===== config.mk =====
export PLATFORM = sky130hd
export DESIGN_NAME = ddr_channel_arb_flat
export DESIGN_NICKNAME = d
export VERILOG_FILES = /design/src/rtl/ddr_channel_arb_if.sv /design/src/rtl/ddr_channel_arb.sv /design/src/flat_wrapper.sv
export SDC_FILE = /design/constraint.sdc
export NUM_CORES = 1
export LEC_CHECK = 0
export ABC_AREA = 1
export CORE_AREA = 4 4 372 374
export DETAILED_ROUTE_END_ITERATION = 8
export DIE_AREA = 0 0 376 378
export REMOVE_ABC_BUFFERS = 1
export SLEW_MARGIN = 40
export SYNTH_ARGS = -nofsm -noshare
export SYNTH_HDL_FRONTEND = slang
export SYNTH_SLANG_ARGS = --single-unit
export TNS_END_PERCENT = 5

===== constraint.sdc =====
create_clock -name clock -period 4.67 [get_ports clock]
set_input_delay 0.467 -clock clock [delete_from_list [all_inputs] [get_ports clock]]
set_output_delay 0.467 -clock clock [all_outputs]
set_load 0.02 [all_outputs]

===== src/rtl/ddr_channel_arb_if.sv =====
// Request/response bundle between the DDR channel arbiter, its two requesters and the DDR controller.
// The master modport is the arbiter's view; slave is the requesters/DDR side.
interface ddr_channel_arb_if #(
  parameter int IDX_W  = 19,
  parameter int DATA_W = 64,
  parameter int BEATS  = 8
);
  // Fetch requester
  logic                    pc_index_valid;
  logic [IDX_W-1:0]        pc_index;
  logic                    pc_index_ready;
  logic                    pc_operation_done;
  logic [BEATS*DATA_W-1:0] pc_read_inst;
  // Load/store requester
  logic                    lsu_valid;
  logic [IDX_W-1:0]        lsu_index;
  logic                    lsu_write;
  logic [DATA_W-1:0]       lsu_wdata;
  logic [DATA_W-1:0]       lsu_wmask;
  logic                    lsu_ready;
  logic                    lsu_done;
  logic [DATA_W-1:0]       lsu_rdata;
  // DDR controller
  logic                    ddr_chip_enable;
  logic [IDX_W-1:0]        ddr_index;
  logic                    ddr_write_enable;
  logic                    ddr_burst_mode;
  logic [DATA_W-1:0]       ddr_opstore_data;
  logic [DATA_W-1:0]       ddr_opstore_bm;
  logic                    ddr_ready;
  logic                    ddr_data_valid;
  logic [DATA_W-1:0]       ddr_read_data;
  logic                    ddr_operation_done;

  modport master (
    input  pc_index_valid, pc_index,
    output pc_index_ready, pc_operation_done, pc_read_inst,
    input  lsu_valid, lsu_index, lsu_write, lsu_wdata, lsu_wmask,
    output lsu_ready, lsu_done, lsu_rdata,
    output ddr_chip_enable, ddr_index, ddr_write_enable, ddr_burst_mode,
    output ddr_opstore_data, ddr_opstore_bm,
    input  ddr_ready, ddr_data_valid, ddr_read_data, ddr_operation_done
  );

  modport slave (
    output pc_index_valid, pc_index,
    input  pc_index_ready, pc_operation_done, pc_read_inst,
    output lsu_valid, lsu_index, lsu_write, lsu_wdata, lsu_wmask,
    input  lsu_ready, lsu_done, lsu_rdata,
    input  ddr_chip_enable, ddr_index, ddr_write_enable, ddr_burst_mode,
    input  ddr_opstore_data, ddr_opstore_bm,
    output ddr_ready, ddr_data_valid, ddr_read_data, ddr_operation_done
  );
endinterface


===== src/rtl/ddr_channel_arb.sv =====
// Arbitrates the single DDR channel between instruction fetch (8-beat burst) and the LSU (single beat).
// Optional fetch anti-starvation guard enabled by defining ARB_STARVE_GUARD_EN.
module ddr_channel_arb #(
  parameter int IDX_W      = 19,
  parameter int DATA_W     = 64,
  parameter int BEATS      = 8
`ifdef ARB_STARVE_GUARD_EN
  ,
  parameter int STARVE_MAX = 4
`endif
) (
  input  logic              clock,
  input  logic              reset,
  ddr_channel_arb_if.master bus_if
);

  localparam int CNT_W    = $clog2(BEATS + 1);
  localparam int BEAT_IDX = (BEATS > 1) ? $clog2(BEATS) : 1;

  typedef enum logic [1:0] {
    IDLE  = 2'd0,
    ISSUE = 2'd1,
    WAIT  = 2'd2,
    RESP  = 2'd3
  } state_t;

  state_t            state_q;
  logic              owner_fetch_q;
  logic [IDX_W-1:0]  idx_q;
  logic              write_q;
  logic              burst_q;
  logic              ce_q;
  logic [DATA_W-1:0] wdata_q;
  logic [DATA_W-1:0] wmask_q;
  logic [CNT_W-1:0]  beat_cnt_q;
  logic [DATA_W-1:0] line_q [BEATS];
  logic [DATA_W-1:0] lsu_rdata_q;
  logic              pc_done_q;
  logic              lsu_done_q;

  logic              fetch_first;
  logic              grant_fetch;
  logic              grant_lsu;

`ifdef ARB_STARVE_GUARD_EN
  logic [2:0]        starve_q;
  // Fetch overrides LSU priority once the LSU has had STARVE_MAX grants in a row over it.
  assign fetch_first = (starve_q == 3'(STARVE_MAX));
`else
  assign fetch_first = 1'b0;
`endif

  // Ready is combinational so the requester sees acceptance in its grant cycle.
  always_comb begin
    grant_fetch = 1'b0;
    grant_lsu   = 1'b0;
    if (!reset && state_q == IDLE) begin
      if (bus_if.pc_index_valid && (!bus_if.lsu_valid || fetch_first)) begin
        grant_fetch = 1'b1;
      end else if (bus_if.lsu_valid) begin
        grant_lsu = 1'b1;
      end
    end
  end

  always_ff @(posedge clock) begin
    if (reset) begin
      state_q       <= IDLE;
      owner_fetch_q <= 1'b0;
      idx_q         <= '0;
      write_q       <= 1'b0;
      burst_q       <= 1'b0;
      ce_q          <= 1'b0;
      wdata_q       <= '0;
      wmask_q       <= '0;
      beat_cnt_q    <= '0;
      lsu_rdata_q   <= '0;
      pc_done_q     <= 1'b0;
      lsu_done_q    <= 1'b0;
      for (int i = 0; i < BEATS; i++) begin
        line_q[i] <= '0;
      end
    end else begin
      pc_done_q  <= 1'b0;
      lsu_done_q <= 1'b0;
      case (state_q)
        IDLE: begin
          if (grant_fetch || grant_lsu) begin
            owner_fetch_q <= grant_fetch;
            idx_q         <= grant_fetch ? bus_if.pc_index : bus_if.lsu_index;
            write_q       <= grant_lsu & bus_if.lsu_write;
            burst_q       <= grant_fetch;
            ce_q          <= 1'b1;
            wdata_q       <= bus_if.lsu_wdata;
            wmask_q       <= bus_if.lsu_wmask;
            beat_cnt_q    <= '0;
            for (int i = 0; i < BEATS; i++) begin
              line_q[i] <= '0;
            end
            if (grant_lsu) begin
              lsu_rdata_q <= '0;
            end
            state_q <= ISSUE;
          end
        end
        ISSUE: begin
          if (bus_if.ddr_ready) begin
            ce_q    <= 1'b0;
            write_q <= 1'b0;
            burst_q <= 1'b0;
            state_q <= WAIT;
          end
        end
        WAIT: begin
          if (bus_if.ddr_data_valid) begin
            if (owner_fetch_q) begin
              // Counter saturates at BEATS so surplus beats never wrap onto the line.
              if (beat_cnt_q < CNT_W'(BEATS)) begin
                line_q[beat_cnt_q[BEAT_IDX-1:0]] <= bus_if.ddr_read_data;
                beat_cnt_q <= beat_cnt_q + 1'b1;
              end
            end else begin
              lsu_rdata_q <= bus_if.ddr_read_data;
            end
          end
          if (bus_if.ddr_operation_done) begin
            pc_done_q  <= owner_fetch_q;
            lsu_done_q <= ~owner_fetch_q;
            state_q    <= RESP;
          end
        end
        RESP: begin
          state_q <= IDLE;
        end
        default: begin
          state_q <= IDLE;
        end
      endcase
    end
  end

`ifdef ARB_STARVE_GUARD_EN
  always_ff @(posedge clock) begin
    if (reset) begin
      starve_q <= '0;
    end else if (grant_fetch) begin
      starve_q <= '0;
    end else if (grant_lsu) begin
      starve_q <= bus_if.pc_index_valid ? (starve_q + 3'd1) : 3'd0;
    end
  end
`endif

  assign bus_if.pc_index_ready    = grant_fetch;
  assign bus_if.lsu_ready         = grant_lsu;
  assign bus_if.pc_operation_done = pc_done_q;
  assign bus_if.lsu_done          = lsu_done_q;
  assign bus_if.lsu_rdata         = lsu_rdata_q;
  assign bus_if.ddr_chip_enable   = ce_q;
  assign bus_if.ddr_index         = idx_q;
  assign bus_if.ddr_write_enable  = write_q;
  assign bus_if.ddr_burst_mode    = burst_q;
  assign bus_if.ddr_opstore_data  = wdata_q;
  assign bus_if.ddr_opstore_bm    = wmask_q;

  for (genvar gi = 0; gi < BEATS; gi++) begin : g_line_out
    assign bus_if.pc_read_inst[gi*DATA_W +: DATA_W] = line_q[gi];
  end

endmodule


===== src/flat_wrapper.sv =====
// flat-port wrapper written by rule: the top's interface ports become plain ports
module ddr_channel_arb_flat 
#(
  parameter int IDX_W      = 19,
  parameter int DATA_W     = 64,
  parameter int BEATS      = 8

)
  (clock, reset, bus_if_pc_index_valid, bus_if_pc_index, bus_if_pc_index_ready, bus_if_pc_operation_done, bus_if_pc_read_inst, bus_if_lsu_valid, bus_if_lsu_index, bus_if_lsu_write, bus_if_lsu_wdata, bus_if_lsu_wmask, bus_if_lsu_ready, bus_if_lsu_done, bus_if_lsu_rdata, bus_if_ddr_chip_enable, bus_if_ddr_index, bus_if_ddr_write_enable, bus_if_ddr_burst_mode, bus_if_ddr_opstore_data, bus_if_ddr_opstore_bm, bus_if_ddr_ready, bus_if_ddr_data_valid, bus_if_ddr_read_data, bus_if_ddr_operation_done);
  ddr_channel_arb_if #(.IDX_W(IDX_W), .DATA_W(DATA_W), .BEATS(BEATS)) bus_if_i ();
  input  logic clock;
  input  logic reset;
  input wire logic [$bits(bus_if_i.pc_index_valid)-1:0] bus_if_pc_index_valid;
  input wire logic [$bits(bus_if_i.pc_index)-1:0] bus_if_pc_index;
  output wire logic [$bits(bus_if_i.pc_index_ready)-1:0] bus_if_pc_index_ready;
  output wire logic [$bits(bus_if_i.pc_operation_done)-1:0] bus_if_pc_operation_done;
  output wire logic [$bits(bus_if_i.pc_read_inst)-1:0] bus_if_pc_read_inst;
  input wire logic [$bits(bus_if_i.lsu_valid)-1:0] bus_if_lsu_valid;
  input wire logic [$bits(bus_if_i.lsu_index)-1:0] bus_if_lsu_index;
  input wire logic [$bits(bus_if_i.lsu_write)-1:0] bus_if_lsu_write;
  input wire logic [$bits(bus_if_i.lsu_wdata)-1:0] bus_if_lsu_wdata;
  input wire logic [$bits(bus_if_i.lsu_wmask)-1:0] bus_if_lsu_wmask;
  output wire logic [$bits(bus_if_i.lsu_ready)-1:0] bus_if_lsu_ready;
  output wire logic [$bits(bus_if_i.lsu_done)-1:0] bus_if_lsu_done;
  output wire logic [$bits(bus_if_i.lsu_rdata)-1:0] bus_if_lsu_rdata;
  output wire logic [$bits(bus_if_i.ddr_chip_enable)-1:0] bus_if_ddr_chip_enable;
  output wire logic [$bits(bus_if_i.ddr_index)-1:0] bus_if_ddr_index;
  output wire logic [$bits(bus_if_i.ddr_write_enable)-1:0] bus_if_ddr_write_enable;
  output wire logic [$bits(bus_if_i.ddr_burst_mode)-1:0] bus_if_ddr_burst_mode;
  output wire logic [$bits(bus_if_i.ddr_opstore_data)-1:0] bus_if_ddr_opstore_data;
  output wire logic [$bits(bus_if_i.ddr_opstore_bm)-1:0] bus_if_ddr_opstore_bm;
  input wire logic [$bits(bus_if_i.ddr_ready)-1:0] bus_if_ddr_ready;
  input wire logic [$bits(bus_if_i.ddr_data_valid)-1:0] bus_if_ddr_data_valid;
  input wire logic [$bits(bus_if_i.ddr_read_data)-1:0] bus_if_ddr_read_data;
  input wire logic [$bits(bus_if_i.ddr_operation_done)-1:0] bus_if_ddr_operation_done;
  assign bus_if_i.pc_index_valid = bus_if_pc_index_valid;
  assign bus_if_i.pc_index = bus_if_pc_index;
  assign bus_if_pc_index_ready = bus_if_i.pc_index_ready;
  assign bus_if_pc_operation_done = bus_if_i.pc_operation_done;
  assign bus_if_pc_read_inst = bus_if_i.pc_read_inst;
  assign bus_if_i.lsu_valid = bus_if_lsu_valid;
  assign bus_if_i.lsu_index = bus_if_lsu_index;
  assign bus_if_i.lsu_write = bus_if_lsu_write;
  assign bus_if_i.lsu_wdata = bus_if_lsu_wdata;
  assign bus_if_i.lsu_wmask = bus_if_lsu_wmask;
  assign bus_if_lsu_ready = bus_if_i.lsu_ready;
  assign bus_if_lsu_done = bus_if_i.lsu_done;
  assign bus_if_lsu_rdata = bus_if_i.lsu_rdata;
  assign bus_if_ddr_chip_enable = bus_if_i.ddr_chip_enable;
  assign bus_if_ddr_index = bus_if_i.ddr_index;
  assign bus_if_ddr_write_enable = bus_if_i.ddr_write_enable;
  assign bus_if_ddr_burst_mode = bus_if_i.ddr_burst_mode;
  assign bus_if_ddr_opstore_data = bus_if_i.ddr_opstore_data;
  assign bus_if_ddr_opstore_bm = bus_if_i.ddr_opstore_bm;
  assign bus_if_i.ddr_ready = bus_if_ddr_ready;
  assign bus_if_i.ddr_data_valid = bus_if_ddr_data_valid;
  assign bus_if_i.ddr_read_data = bus_if_ddr_read_data;
  assign bus_if_i.ddr_operation_done = bus_if_ddr_operation_done;
  ddr_channel_arb #(.IDX_W(IDX_W), .DATA_W(DATA_W), .BEATS(BEATS)) u_core (.clock(clock), .reset(reset), .bus_if(bus_if_i));
endmodule

* Word level (Yosys, flattened, before mapping)
Memory sizes are Yosys's and may differ from the RTL's.
Cells that the tools add are included.
** Word-level totals
- Bits in registers :: 223
- Bits in writable memories :: 512
- Output and inout bits :: 730
- Word-level logic and storage cells :: 103
- Memories kept :: 1
** Operators by class
- Add/subtract/negate cells :: 1
- $lt $le $gt $ge :: 1
- Equality and inequality tests :: 11
- Mux-type cells :: 50
- Bitwise operators :: 12
- Reduce and logical (&&, ||, !) cells :: 15
** Memory list
- u_core.line_q :: depth 8, bits a word 64, read ports 8, clocked after Yosys merged registers in 0, wr ports 8, line ddr_channel_arb.sv:36 : logic [DATA_W-1:0] line_q [BEATS];
** Operator list (number)
- 2-to-1 mux 64 bit :: 13
- one-hot mux 64 bit (2 select lines) :: 1
- OR reduction 64 bit :: 1
- 2-to-1 mux 1 bit :: 22
- 2-to-1 mux 19 bit :: 1
- 2-to-1 mux 4 bit :: 4
- != test 2 bit (second input constant) :: 5
- AND reduction 5 bit :: 2
- bitwise OR 1 bit :: 8
- one-hot mux 2 bit (4 select lines) :: 1
- one-hot mux 4 bit (2 select lines) :: 1
- 2-to-1 mux 2 bit :: 3
- != test 2 x 1 -> 1 bit (second input constant) :: 3
- one-hot mux 1 bit (2 select lines) :: 3
- AND reduction 3 bit :: 2
- adder 4 x 1 -> 4 bit (second input constant) :: 1
- == test 2 bit (second input constant) :: 2
- less-than comparator 4 bit (second input constant) :: 1
- nonzero test 2 bit :: 2
- 2-to-1 mux 3 bit :: 1
- NOT 1 bit :: 3
- OR reduction 3 bit :: 1
- == test 2 x 1 -> 1 bit (second input constant) :: 1
- logical AND 1 bit :: 2
- 5 further kinds :: 6

* Logic depth before layout (Yosys ltp)
- Depth in word-level cells :: 11
- Depth in mapped cells :: 12
- Mapped depth without buffers :: 11

* Worst setup path before layout
No wires, ideal clock.
- Path kind :: reg-to-reg
- Start point :: register u_core.state_q[0]
- End point :: memory u_core.line_q[0][0] (enable)
- Setup time :: 424 ps
- Data arrival time :: 2784 ps
- Data required time :: 4246 ps
- Setup slack :: 1462 ps
- Cell stages (with the launch flop) :: 12
- Clock period less this slack :: 3208 ps
- Path through :: dfxtp_1 > inv_1 > ha_1 > buf_4 > nand2_2 > nor2_2 > nand3_2 > nor2_4 > nand2_2 > buf_6 > buf_6 > nand2_1
** RTL lines
- start, declared :: line ddr_channel_arb.sv:27 : state_t state_q;
- start signal, assigned :: line ddr_channel_arb.sv:68 : state_q <= IDLE;
- start signal, assigned :: line ddr_channel_arb.sv:103 : state_q <= ISSUE;
- start signal, assigned :: line ddr_channel_arb.sv:111 : state_q <= WAIT;
- end, declared :: line ddr_channel_arb.sv:36

* Final worst setup path
- Start point :: register u_core.state_q[0]
- End point :: output port bus_if_pc_index_ready
** Between the ends
- Word-level cells in the longest chain between the ends :: 3
** RTL lines
- zero test 2 bit :: line ddr_channel_arb.sv:57 : if (!reset && state_q == IDLE) begin
- logical AND 1 bit :: line ddr_channel_arb.sv:57
- 2-to-1 mux 1 bit :: line ddr_channel_arb.sv:57
- end, declared :: line flat_wrapper.sv:15 : output wire logic [$bits(bus_if_i.pc_index_ready)-1:0] bus_if_pc_index_ready;
No other way between the ends.

==> results by group <==
Global routing
  • Total Routing Usage GR: 15.4%
  • Largest net degree at the start of global routing: 167
  • Global route overflow: 0
  • Initial antenna violation count: 2
  • Vias in the first global route: 20,800
  • First-pass GRT wire length: 157,000 um

Outcome
  • Status: finished clean

Setup path
  • Critical path's largest stage delay: 0.61 ns
  • Worst path slowest cell: clkdlybuf4s50_1
  • WP buf/inv: 5
  • Worst Path Max Fanout: 76
  • Startpoint type of the worst setup path: flip-flop
  • Stages on worst setup path: 8
  • Crit path DAT: 2.96 ns
  • Worst R2R Path Depth: 9
  • Endpoint type of the worst setup path: output pin
  • Cell mode on critical path: inv_1
  • WS Path Type: reg -> out
  • Critical path cell sequence: inv_1 -> ha_1 -> inv_2 -> nor2_1 -> nand2_4 -> buf_4 -> inv_1 -> clkdlybuf4s50_1
  • Critical Path RT: 4.20 ns
  • CP top delay family: buffers and inverters

Floorplanning
  • Io pins: 968
  • Die area: 142,000 sq um
  • Area of the core: approximately 130,000 sq um
  • Die Span Y: 378 um
  • Die W: about 380 um
  • Initial core utilization: 19.7%
  • # rows: ~140

Cells and area
  • Final Cell Area: 40,800 sq um
  • Multi-input logic area: 5490 sq um
  • Final net count: 3,436
  • Fillers: 13,800
  • Seq. cell area: 19,800 sq um
  • Share of layout cells above drive strength 1: under 10%
  • Synthesis-to-layout area growth: 53.3%

Power
  • Max VDD drop: roughly 0.27 mV
  • Total power after layout: ~21 mW
  • PwrDens: ~520 nW/um^2
  • Leakage power: between 15 and 20 nW

Yosys
  • Number of synthesized flops with an enable pin: 512
  • Async set-reset flop share out of synthesis: 0%
  • Post-synthesis cell count: 2,246
  • Yosys warnings: 0
  • Cell Area, Synth: 26,600 sq um
  • Top cell type's share of synthesized area: 57.8%
  • Biggest area consumer among synthesized cells: edfxtp_1
  • Yosys reg bits: approximately 740
  • Post-synth top cells: 588 x nor2_1, 512 x edfxtp_1, 254 x nand2_1, 223 x dfxtp_1, 220 x a21oi_1
  • Cell with the most instances after synthesis: nor2_1
  • Synth Flop Type: edfxtp_1
  • Area contributors post-synth: edfxtp_1 58%, dfxtp_1 17%, nor2_1 8.3%
  • Syn avg cell area: 11.8 sq um
  • Seq/Total Area, Yosys: between 70% and 80%
  • Synth unique cells: 23

Clocking
  • CTS Buf Count: 84
  • CTS tree: done
  • H-tree level count: 3
  • Hold-fix buffers, CTS: 0
  • Setup bufs post-CTS: 0
  • Clk_lat worst skew: 0.70 ns
  • Cts repair resizes: 0
  • Clk sinks: 735
  • CTS Buffer Depth: 3
  • Clock transition at path regs: 0.07 ns
  • Root buffer cell: clkbuf_16

Hold path
  • Hold Path Stages: 2
  • Hold crit path type: in -> reg

STA
  • Slew Limit Fails: 0
  • Setup TNS: 0 ns
  • Final Cycle Share: 73.4%
  • Final hold slack: 0.167 ns
  • Final-report hold violation count: 0
  • Final setup margin: ~1.2 ns
  • Fmax: between 200 and 300 MHz
  • Final setup viols: 0
  • Crit path time final: 3.43 ns
  • Clock skew: 0.0499 ns
  • Slew HR: 36.4%
  • RSZ-0062 raised after global routing: false
  • Worst-margin pin slew: 0.953 ns

Placed design
  • Gpl congestion: roughly 0.84
  • DP HPWL: slightly above 80,000 um
  • Placed inst area: 38,100 sq um
  • Port buffer count: 967
  • DP Worst Slack: approximately 1.5 ns

Drt
  • DRC: 0
  • Vias per Instance: 4.11
  • ANT nets after route: 0
  • Post-Route WL: around 110,000 um
  • Pre-antenna DRT Iters: 5
  • Initial DRC count: 1,468
  • Drt wl/cell: approximately 23 um
  • Via count: 20,700

Run
  • Max Cap Violations: 0
==> power breakdown <==
part / total [mW] / switching (mW) / internal, mW / leakage, nW
clock network: 6.47 / 2.87 / 3.60 / 1.30
registers: 8.59 / 0.462 / 8.13 / 7.31
logic: 6.04 / 3.69 / 2.35 / 6.68
==> cells by family after synthesis <==
family | count (synthesis) | synth area share [%]
flip-flops | 735 | 74.6
AO/OA/AOI/OAI | 262 | 4.96
buffers and inverters | 249 | 5.34
AND/OR/NAND/NOR | 996 | 14.9
adder cells (fa/ha/maj) | 4 | 0.188
==> state kept, by name, indices dropped and copies added (netlist names) <==
| signal | count |
|---|---|
| u_core.line_q | 512 |
| u_core.bus_if.ddr_opstore_bm | 64 |
| u_core.bus_if.ddr_opstore_data | 64 |
| u_core.bus_if.lsu_rdata | 64 |
| u_core.bus_if.ddr_index | 19 |
| u_core.beat_cnt_q | 4 |
| u_core.state_q | 2 |
| u_core.bus_if.ddr_burst_mode | 1 |
| u_core.bus_if.ddr_chip_enable | 1 |
| u_core.bus_if.ddr_write_enable | 1 |
| u_core.bus_if.lsu_done | 1 |
| u_core.bus_if.pc_operation_done | 1 |
| u_core.owner_fetch_q | 1 |
==> final timing paths <==
| path | from | endpoint | slack (ns) |
|---|---|---|---|
| setup / recovery | u_core.state_q[0] | bus_if_pc_index_ready | 1.24 |
| hold / removal | reset | u_core.bus_if.ddr_opstore_bm[14] | 0.17 |
| setup reg to reg | u_core.state_q[0] | u_core.line_q[0][3] | 1.78 |
| hold reg to reg | u_core.bus_if.ddr_write_enable | u_core.bus_if.ddr_write_enable | 0.46 |
==> cell usage in the layout (no fill, tap or decap), drive strengths merged <==
master	n
dfxtp	223
a31oi	1
inv	111
clkdlybuf4s50	966
o21ai	40
clkinvlp	1
buf	40
nor2	593
ha	4
edfxtp	512
nand3	138
clkbuf	110
bufinv	2
diode	1
nor3	2
a21oi	221
nand2	263
clkinv	34
==> per-layer routing <==
layer  global-route usage [%]  share of wire, %
met4                     5.80               3.4
met3                     4.72               8.2
met5                        0                 0
met1                     17.3                38
met2                     27.3                51
==> area by class of cell <==
class                      count  share of cell area (%)
sequential                   735                    48.6
antenna                        1                 0.00614
timing repair buffer        1006                    24.9
clock inverter                43                   0.982
clock buffer                 110                    5.59
inverter                     105                   0.966
tap                         1781                    5.46
multi-input combinational   1262                    13.5
==> through the flow <==
step                utilization, %  cells
floorplan                        -   2102
global placement              28.2   4888
detailed placement            28.2   4889
CTS                           30.2   5042
global route                  30.2   5042
finish                        30.2   5043
No activity file was read; power rests on OpenSTA's default activity.
